### config.mk
export PLATFORM = sky130hd
export DESIGN_NAME = sm_result_decoder_flat
export DESIGN_NICKNAME = d
export VERILOG_FILES = /design/src/rtl/sm_pkg.sv /design/src/rtl/sm_result_decoder_if.sv /design/src/rtl/sm_fifo.sv /design/src/rtl/sm_result_decoder.sv /design/src/flat_wrapper.sv
export SDC_FILE = /design/constraint.sdc
export NUM_CORES = 1
export LEC_CHECK = 0
export CORE_ASPECT_RATIO = 0.6
export CORE_UTILIZATION = 55
export CTS_BUF_LIST = sky130_fd_sc_hd__clkbuf_16
export CTS_CLUSTER_SIZE = 14
export DETAILED_ROUTE_END_ITERATION = 6
export PLACE_DENSITY = 0.91
export SYNTH_ARGS = -nofsm -noshare
export SYNTH_HDL_FRONTEND = slang
export SYNTH_SLANG_ARGS = --single-unit
### constraint.sdc
create_clock -name clk -period 2.45 [get_ports clk]
set_input_delay 0.3675 -clock clk [delete_from_list [all_inputs] [get_ports clk]]
set_output_delay 0.3675 -clock clk [all_outputs]
set_load 0.02 [all_outputs]
### src/rtl/sm_pkg.sv
// Shared types and helpers for the sign-magnitude result decoder.
package sm_pkg;

    localparam int unsigned MAG_W = 3;
    localparam int unsigned TC_W  = MAG_W + 1;

    typedef struct packed {
        logic [TC_W-1:0] tc;
        logic            neg;
        logic            zero;
        logic            err;
    } sm_entry_t;

    typedef enum logic [1:0] {
        OCC_EMPTY   = 2'd0,
        OCC_PARTIAL = 2'd1,
        OCC_FULL    = 2'd2
    } occ_e;

    // Negative zero maps to 0; the range never overflows TC_W bits.
    function automatic logic [TC_W-1:0] sm_to_tc(input logic sign, input logic [MAG_W-1:0] mag);
        logic [TC_W-1:0] ext;
        ext = {1'b0, mag};
        return sign ? (TC_W'(0) - ext) : ext;
    endfunction

    function automatic logic sm_check(input logic [TC_W-1:0] r, input logic sf, input logic zf);
        logic sign;
        logic zero;
        sign = r[MAG_W];
        zero = (r[MAG_W-1:0] == '0);
        return (sf != sign) | (zf != (r == '0)) | (sign & zero);
    endfunction

endpackage

### src/rtl/sm_result_decoder_if.sv
// Producer/consumer handshake bundle for the result decoder.
interface sm_result_decoder_if #(
    parameter int unsigned MAG_W     = sm_pkg::MAG_W,
    parameter int unsigned ERR_CNT_W = 8
) ();

    logic                 in_valid;
    logic                 in_ready;
    logic [MAG_W:0]       in_r;
    logic                 in_sf;
    logic                 in_zf;
    logic                 out_valid;
    logic                 out_ready;
    logic [MAG_W:0]       out_tc;
    logic                 out_neg;
    logic                 out_zero;
    logic                 out_err;
    logic                 clr_err;
    logic [ERR_CNT_W-1:0] err_count;

    modport slave (
        input  in_valid, in_r, in_sf, in_zf, out_ready, clr_err,
        output in_ready, out_valid, out_tc, out_neg, out_zero, out_err, err_count
    );

    modport master (
        output in_valid, in_r, in_sf, in_zf, out_ready, clr_err,
        input  in_ready, out_valid, out_tc, out_neg, out_zero, out_err, err_count
    );

endinterface

### src/rtl/sm_fifo.sv
// Small synchronous FIFO with explicit EMPTY/PARTIAL/FULL occupancy state.
module sm_fifo
    import sm_pkg::*;
#(
    parameter int unsigned DEPTH = 4,
    parameter int unsigned W     = 8
) (
    input  logic         clk,
    input  logic         rst_n,
    input  logic         wr_en,
    input  logic [W-1:0] wr_data,
    input  logic         rd_en,
    output logic [W-1:0] rd_data,
    output logic         full,
    output logic         empty
);

    localparam int unsigned PTR_W = $clog2(DEPTH);
    localparam int unsigned CNT_W = $clog2(DEPTH + 1);

    logic [W-1:0]     mem_q [DEPTH];
    logic [PTR_W-1:0] wr_ptr_q, wr_ptr_d;
    logic [PTR_W-1:0] rd_ptr_q, rd_ptr_d;
    logic [CNT_W-1:0] cnt_q, cnt_d;
    occ_e             occ_q, occ_d;
    logic             push;
    logic             pop;

    always_comb begin
        wr_ptr_d = wr_ptr_q;
        rd_ptr_d = rd_ptr_q;
        cnt_d    = cnt_q;
        occ_d    = occ_q;
        push     = wr_en & (occ_q != OCC_FULL);
        pop      = rd_en & (occ_q != OCC_EMPTY);

        if (push) wr_ptr_d = wr_ptr_q + PTR_W'(1);
        if (pop)  rd_ptr_d = rd_ptr_q + PTR_W'(1);

        case ({push, pop})
            2'b10:   cnt_d = cnt_q + CNT_W'(1);
            2'b01:   cnt_d = cnt_q - CNT_W'(1);
            default: cnt_d = cnt_q;
        endcase

        case (occ_q)
            OCC_EMPTY:   if (push) occ_d = OCC_PARTIAL;
            OCC_PARTIAL: begin
                if (push && !pop && cnt_q == CNT_W'(DEPTH - 1)) occ_d = OCC_FULL;
                if (pop && !push && cnt_q == CNT_W'(1))         occ_d = OCC_EMPTY;
            end
            OCC_FULL:    if (pop) occ_d = OCC_PARTIAL;
            default:     occ_d = OCC_EMPTY;
        endcase
    end

    always_ff @(posedge clk or negedge rst_n) begin
        if (!rst_n) begin
            wr_ptr_q <= '0;
            rd_ptr_q <= '0;
            cnt_q    <= '0;
            occ_q    <= OCC_EMPTY;
        end else begin
            wr_ptr_q <= wr_ptr_d;
            rd_ptr_q <= rd_ptr_d;
            cnt_q    <= cnt_d;
            occ_q    <= occ_d;
        end
    end

    // Storage is deliberately left unreset; validity comes from the occupancy state.
    always_ff @(posedge clk) begin
        if (push) mem_q[wr_ptr_q] <= wr_data;
    end

    assign rd_data = mem_q[rd_ptr_q];
    assign full    = (occ_q == OCC_FULL);
    assign empty   = (occ_q == OCC_EMPTY);

endmodule

### src/rtl/sm_result_decoder.sv
// Decodes sign-magnitude results to two's complement, flags protocol errors and buffers them.
module sm_result_decoder #(
    parameter int unsigned MAG_W     = sm_pkg::MAG_W,
    parameter int unsigned DEPTH     = 4,
    parameter int unsigned ERR_CNT_W = 8
) (
    input logic                 clk,
    input logic                 rst_n,
    sm_result_decoder_if.slave  bus
);

    localparam logic [ERR_CNT_W-1:0] ERR_MAX = '1;

    sm_pkg::sm_entry_t    wr_entry;
    sm_pkg::sm_entry_t    rd_entry;
    logic [MAG_W-1:0]     mag;
    logic                 sign;
    logic                 push;
    logic                 full;
    logic                 empty;
    logic [ERR_CNT_W-1:0] err_cnt_q, err_cnt_d;

    assign mag  = bus.in_r[MAG_W-1:0];
    assign sign = bus.in_r[MAG_W];
    assign push = bus.in_valid & ~full;

    always_comb begin
        wr_entry.tc   = sm_pkg::sm_to_tc(sign, mag);
        wr_entry.zero = (mag == '0);
        wr_entry.neg  = sign & ~wr_entry.zero;
        wr_entry.err  = sm_pkg::sm_check(bus.in_r, bus.in_sf, bus.in_zf);
    end

    sm_fifo #(
        .DEPTH (DEPTH),
        .W     ($bits(sm_pkg::sm_entry_t))
    ) u_fifo (
        .clk     (clk),
        .rst_n   (rst_n),
        .wr_en   (push),
        .wr_data (wr_entry),
        .rd_en   (bus.out_ready),
        .rd_data (rd_entry),
        .full    (full),
        .empty   (empty)
    );

    // Clear wins over a same-cycle erroneous push.
    always_comb begin
        err_cnt_d = err_cnt_q;
        if (bus.clr_err)                                      err_cnt_d = '0;
        else if (push && wr_entry.err && err_cnt_q != ERR_MAX) err_cnt_d = err_cnt_q + ERR_CNT_W'(1);
    end

    always_ff @(posedge clk or negedge rst_n) begin
        if (!rst_n) err_cnt_q <= '0;
        else        err_cnt_q <= err_cnt_d;
    end

    assign bus.in_ready  = ~full;
    assign bus.out_valid = ~empty;
    assign bus.out_tc    = empty ? '0 : rd_entry.tc;
    assign bus.out_neg   = ~empty & rd_entry.neg;
    assign bus.out_zero  = ~empty & rd_entry.zero;
    assign bus.out_err   = ~empty & rd_entry.err;
    assign bus.err_count = err_cnt_q;

endmodule

### src/flat_wrapper.sv
// flat-port wrapper written by rule: the top's interface ports become plain ports
module sm_result_decoder_flat 
#(
    parameter int unsigned MAG_W     = sm_pkg::MAG_W,
    parameter int unsigned DEPTH     = 4,
    parameter int unsigned ERR_CNT_W = 8
)
  (clk, rst_n, bus_in_valid, bus_in_r, bus_in_sf, bus_in_zf, bus_out_ready, bus_clr_err, bus_in_ready, bus_out_valid, bus_out_tc, bus_out_neg, bus_out_zero, bus_out_err, bus_err_count);
  sm_result_decoder_if #(.MAG_W(MAG_W), .ERR_CNT_W(ERR_CNT_W)) bus_i ();
  input logic clk;
  input logic rst_n;
  input wire logic [$bits(bus_i.in_valid)-1:0] bus_in_valid;
  input wire logic [$bits(bus_i.in_r)-1:0] bus_in_r;
  input wire logic [$bits(bus_i.in_sf)-1:0] bus_in_sf;
  input wire logic [$bits(bus_i.in_zf)-1:0] bus_in_zf;
  input wire logic [$bits(bus_i.out_ready)-1:0] bus_out_ready;
  input wire logic [$bits(bus_i.clr_err)-1:0] bus_clr_err;
  output wire logic [$bits(bus_i.in_ready)-1:0] bus_in_ready;
  output wire logic [$bits(bus_i.out_valid)-1:0] bus_out_valid;
  output wire logic [$bits(bus_i.out_tc)-1:0] bus_out_tc;
  output wire logic [$bits(bus_i.out_neg)-1:0] bus_out_neg;
  output wire logic [$bits(bus_i.out_zero)-1:0] bus_out_zero;
  output wire logic [$bits(bus_i.out_err)-1:0] bus_out_err;
  output wire logic [$bits(bus_i.err_count)-1:0] bus_err_count;
  assign bus_i.in_valid = bus_in_valid;
  assign bus_i.in_r = bus_in_r;
  assign bus_i.in_sf = bus_in_sf;
  assign bus_i.in_zf = bus_in_zf;
  assign bus_i.out_ready = bus_out_ready;
  assign bus_i.clr_err = bus_clr_err;
  assign bus_in_ready = bus_i.in_ready;
  assign bus_out_valid = bus_i.out_valid;
  assign bus_out_tc = bus_i.out_tc;
  assign bus_out_neg = bus_i.out_neg;
  assign bus_out_zero = bus_i.out_zero;
  assign bus_out_err = bus_i.out_err;
  assign bus_err_count = bus_i.err_count;
  sm_result_decoder #(.MAG_W(MAG_W), .DEPTH(DEPTH), .ERR_CNT_W(ERR_CNT_W)) u_core (.clk(clk), .rst_n(rst_n), .bus(bus_i));
endmodule
==> impl_metrics.json <==
{
  "outcome": "complete, no violations",
  "crit_chain": "buf_4 -> mux4_2 -> nor2b_1 -> clkdlybuf4s50_1",
  "drc": 0,
  "min_path_type": "reg -> reg",
  "synth.area.top_cells": "edfxtp_1 39%, dfrtp_1 20%, ha_1 7.5%",
  "cpPeakStageDelay_ps": 550,
  "cp-end-kind": "output port",
  "area_growth_pct": 23.5,
  "tightest_slew_ps": 784,
  "critPathKind": "reg -> out",
  "whs_ps": 525,
  "grt_util_all_layers_pct": 23.3,
  "pre_cts_slack_ps": -16.0,
  "synth_edf_count": 28,
  "netlist_top_cells_count": "28 x edfxtp_1, 17 x dfrtp_1, 13 x ha_1, 12 x inv_1",
  "routed_wl_um": 4490,
  "vias": 1458,
  "core-area_um2": 3720,
  "synth_warnings": 0,
  "wl_per_cell_um": 17.7,
  "cts_tree": "done",
  "worst_slack_ps": 111,
  "cap_violations": 0,
  "ios": 28,
  "final_nets": 230,
  "start_util_pct": 58.6,
  "hold_path_depth": 2,
  "synth_area_per_cell_um2": 13.1,
  "n_antenna_cell": 0,
  "portBuffers": 27,
  "clock-sinks": 45,
  "synthDistinctLibCells": 36,
  "synthCells": 167,
  "setup_tns_ps": 0,
  "die-width_um": 83.3,
  "slowest_stage": "clkdlybuf4s50_1",
  "post-dp-hpwl_um": 3260,
  "start_kind": "flip-flop",
  "cts-buffers-inserted": 5,
  "fp.dieH_um": 50.8,
  "finalCritPeriodShare_pct": 95.5,
  "clock_latency_ps": 280,
  "regArea_um2": 1270,
  "clock_path_buffers": 2,
  "gr-total-overflow": 0,
  "detail-route-antenna-nets": 0,
  "wl_met3_um": 362,
  "viasPerCell": 5.74,
  "yosysSeqAreaShare_pct": 58.1,
  "synth_flop_cell": "edfxtp_1",
  "rsz0062_at_grt": "no",
  "powerDensity_nw_per_um2": 1030,
  "wl_met1_um": 1770,
  "synth.largest_area_cell": "edfxtp_1",
  "synthArstFlopShare_pct": 37.8,
  "grt_first_pass_wirelength_um": 7150,
  "synth-seq-cells": 45,
  "drt_pre_antenna_iters": 4,
  "drt_iter0_drc": 95,
  "antenna_found_initial": 0,
  "drive_above_1_share_pct": 15.0,
  "gp_congestion": 0.899,
  "slew_headroom_pct": 47.6,
  "finalCriticalPeriod_ps": 2340,
  "wl_met2_um": 2260,
  "clock.fmax_ghz": 0.428,
  "yosys.cell_count.top_type": "edfxtp_1",
  "hold_violations": 0,
  "top_layer": "met4",
  "syn-cell-area_um2": 2180,
  "fin_worst_skew_ps": 3.38,
  "cts-root-buf": "clkbuf_16",
  "cts_hold_buffers": 0,
  "setup_viol": 0,
  "grt_max_degree": 18,
  "synth_nets": 191,
  "ctsHtreeMaxLevel": 2,
  "rrSetupSlack_ps": 410,
  "cp_max_fo": 3,
  "crit_arrival_ps": 1970,
  "multiInputGateArea_um2": 837,
  "die_area_um2": 4230,
  "synth_top_area_share_pct": 38.6,
  "fill_cells": 245,
  "leakagePower_nw": 1.07,
  "first_global_vias": 1532,
  "ir_drop_v": 0.000799,
  "reg2reg_depth": 9,
  "cts.clk_slew.worst_paths_ps": 60,
  "required_ps": 2080,
  "slew_violations": 0,
  "row_count": 17
}
==> logic make-up after synthesis <==
| kind of cell | after synthesis | synth area share [%] |
|---|---|---|
| xor+xnor | 6 | 2.41 |
| flops | 45 | 58.1 |
| simple gates | 52 | 13.8 |
| compound gates | 24 | 6.48 |
| buf+inv | 18 | 3.56 |
| fa+ha+maj | 13 | 7.46 |
| mux | 9 | 8.26 |
==> worst max-delay path, delay by kind of cell, from the launching register on <==
kind                   cells  cell delay (ps)
multiplexers               1              490
flip-flops                 1              380
buffers and inverters      2              670
AND/OR/NAND/NOR            1              150
==> where the power goes <==
group | internal [mW] | switching (mW)
logic | 0.539 | 0.513
registers | 0.989 | 0.114
clock network | 0.366 | 0.252
total | 1.89 | 0.879
==> area by class of cell <==
| class | count | area share (%) |
|---|---|---|
| sequential | 45 | 47.1 |
| multi-input combinational | 104 | 31.1 |
| timing repair buffer | 37 | 12.8 |
| clock buffer | 5 | 4.64 |
| tap | 47 | 2.18 |
| inverter | 13 | 1.81 |
| clock inverter | 3 | 0.418 |
==> cells in the final DEF, fill, tap and decap left out, drive strengths merged <==
| cell type | instances |
|---|---|
| mux4 | 7 |
| o31ai | 4 |
| o22ai | 2 |
| o31a | 1 |
| nor4 | 1 |
| dfrtp | 17 |
| nand2b | 2 |
| a21oi | 6 |
| or4 | 3 |
| nor2 | 6 |
| o311ai | 1 |
| nor2b | 10 |
| a31oi | 1 |
| nand2 | 11 |
| and3 | 4 |
| nand4 | 2 |
| o21ai | 9 |
| xnor2 | 5 |
| clkbuf | 5 |
| edfxtp | 28 |
| buf | 10 |
| ha | 13 |
| or3 | 3 |
| nand3b | 1 |
| clkdlybuf4s50 | 27 |
| xor2 | 1 |
| nand3 | 7 |
| and2b | 1 |
| nor3b | 1 |
| mux2 | 2 |
| inv | 16 |
==> stage by stage <==
stage | utilization [%] | power, mW | area (um^2) | cells
after global placement | 67.9 | 2.03 | 2530 | 242
after CTS | 71.8 | 2.75 | 2670 | 251
after floorplan | - | 1.73 | 2180 | 167
final | 72.4 | 2.77 | 2690 | 254
after detailed placement | 67.9 | 2.11 | 2530 | 242
after global routing | 72.4 | 2.93 | 2690 | 254
==> layer usage <==
layer | vias to the layer above | global-route usage (%)
met5 | - | 0
met4 | 0 | 9.77
met3 | 9 | 6.25
met2 | 60 | 41.4
met1 | 701 | 27.3
li1 | 688 | -
==> what timing repair did <==
| item | in CTS | in global routing |
|---|---|---|
| endpoints found under the setup margin | 7 | 3 |
| buffers inserted | 1 | 3 |
| gates resized for setup | 1 | 0 |
==> sequential cells by signal, indices dropped and copies added, names as in the netlist <==
register	cells
u_core.bus.err_count	8
u_core.u_fifo.cnt_q	3
u_core.u_fifo.mem_q	28
u_core.u_fifo.occ_q	2
u_core.u_fifo.rd_ptr_q	2
u_core.u_fifo.wr_ptr_q	2
==> path summary, 6_finish.rpt <==
check | from | end
max reg2reg | u_core.u_fifo.occ_q[1] | u_core.u_fifo.cnt_q[2]
min reg2reg | u_core.u_fifo.cnt_q[1] | u_core.u_fifo.cnt_q[1]
min in group asynchronous | rst_n | u_core.bus.err_count[1]
min | u_core.u_fifo.cnt_q[1] | u_core.u_fifo.cnt_q[1]
max in group asynchronous | rst_n | u_core.u_fifo.rd_ptr_q[0]
max | u_core.u_fifo.rd_ptr_q[0] | bus_out_tc[0]
No activity file was read; power rests on OpenSTA's default activity.
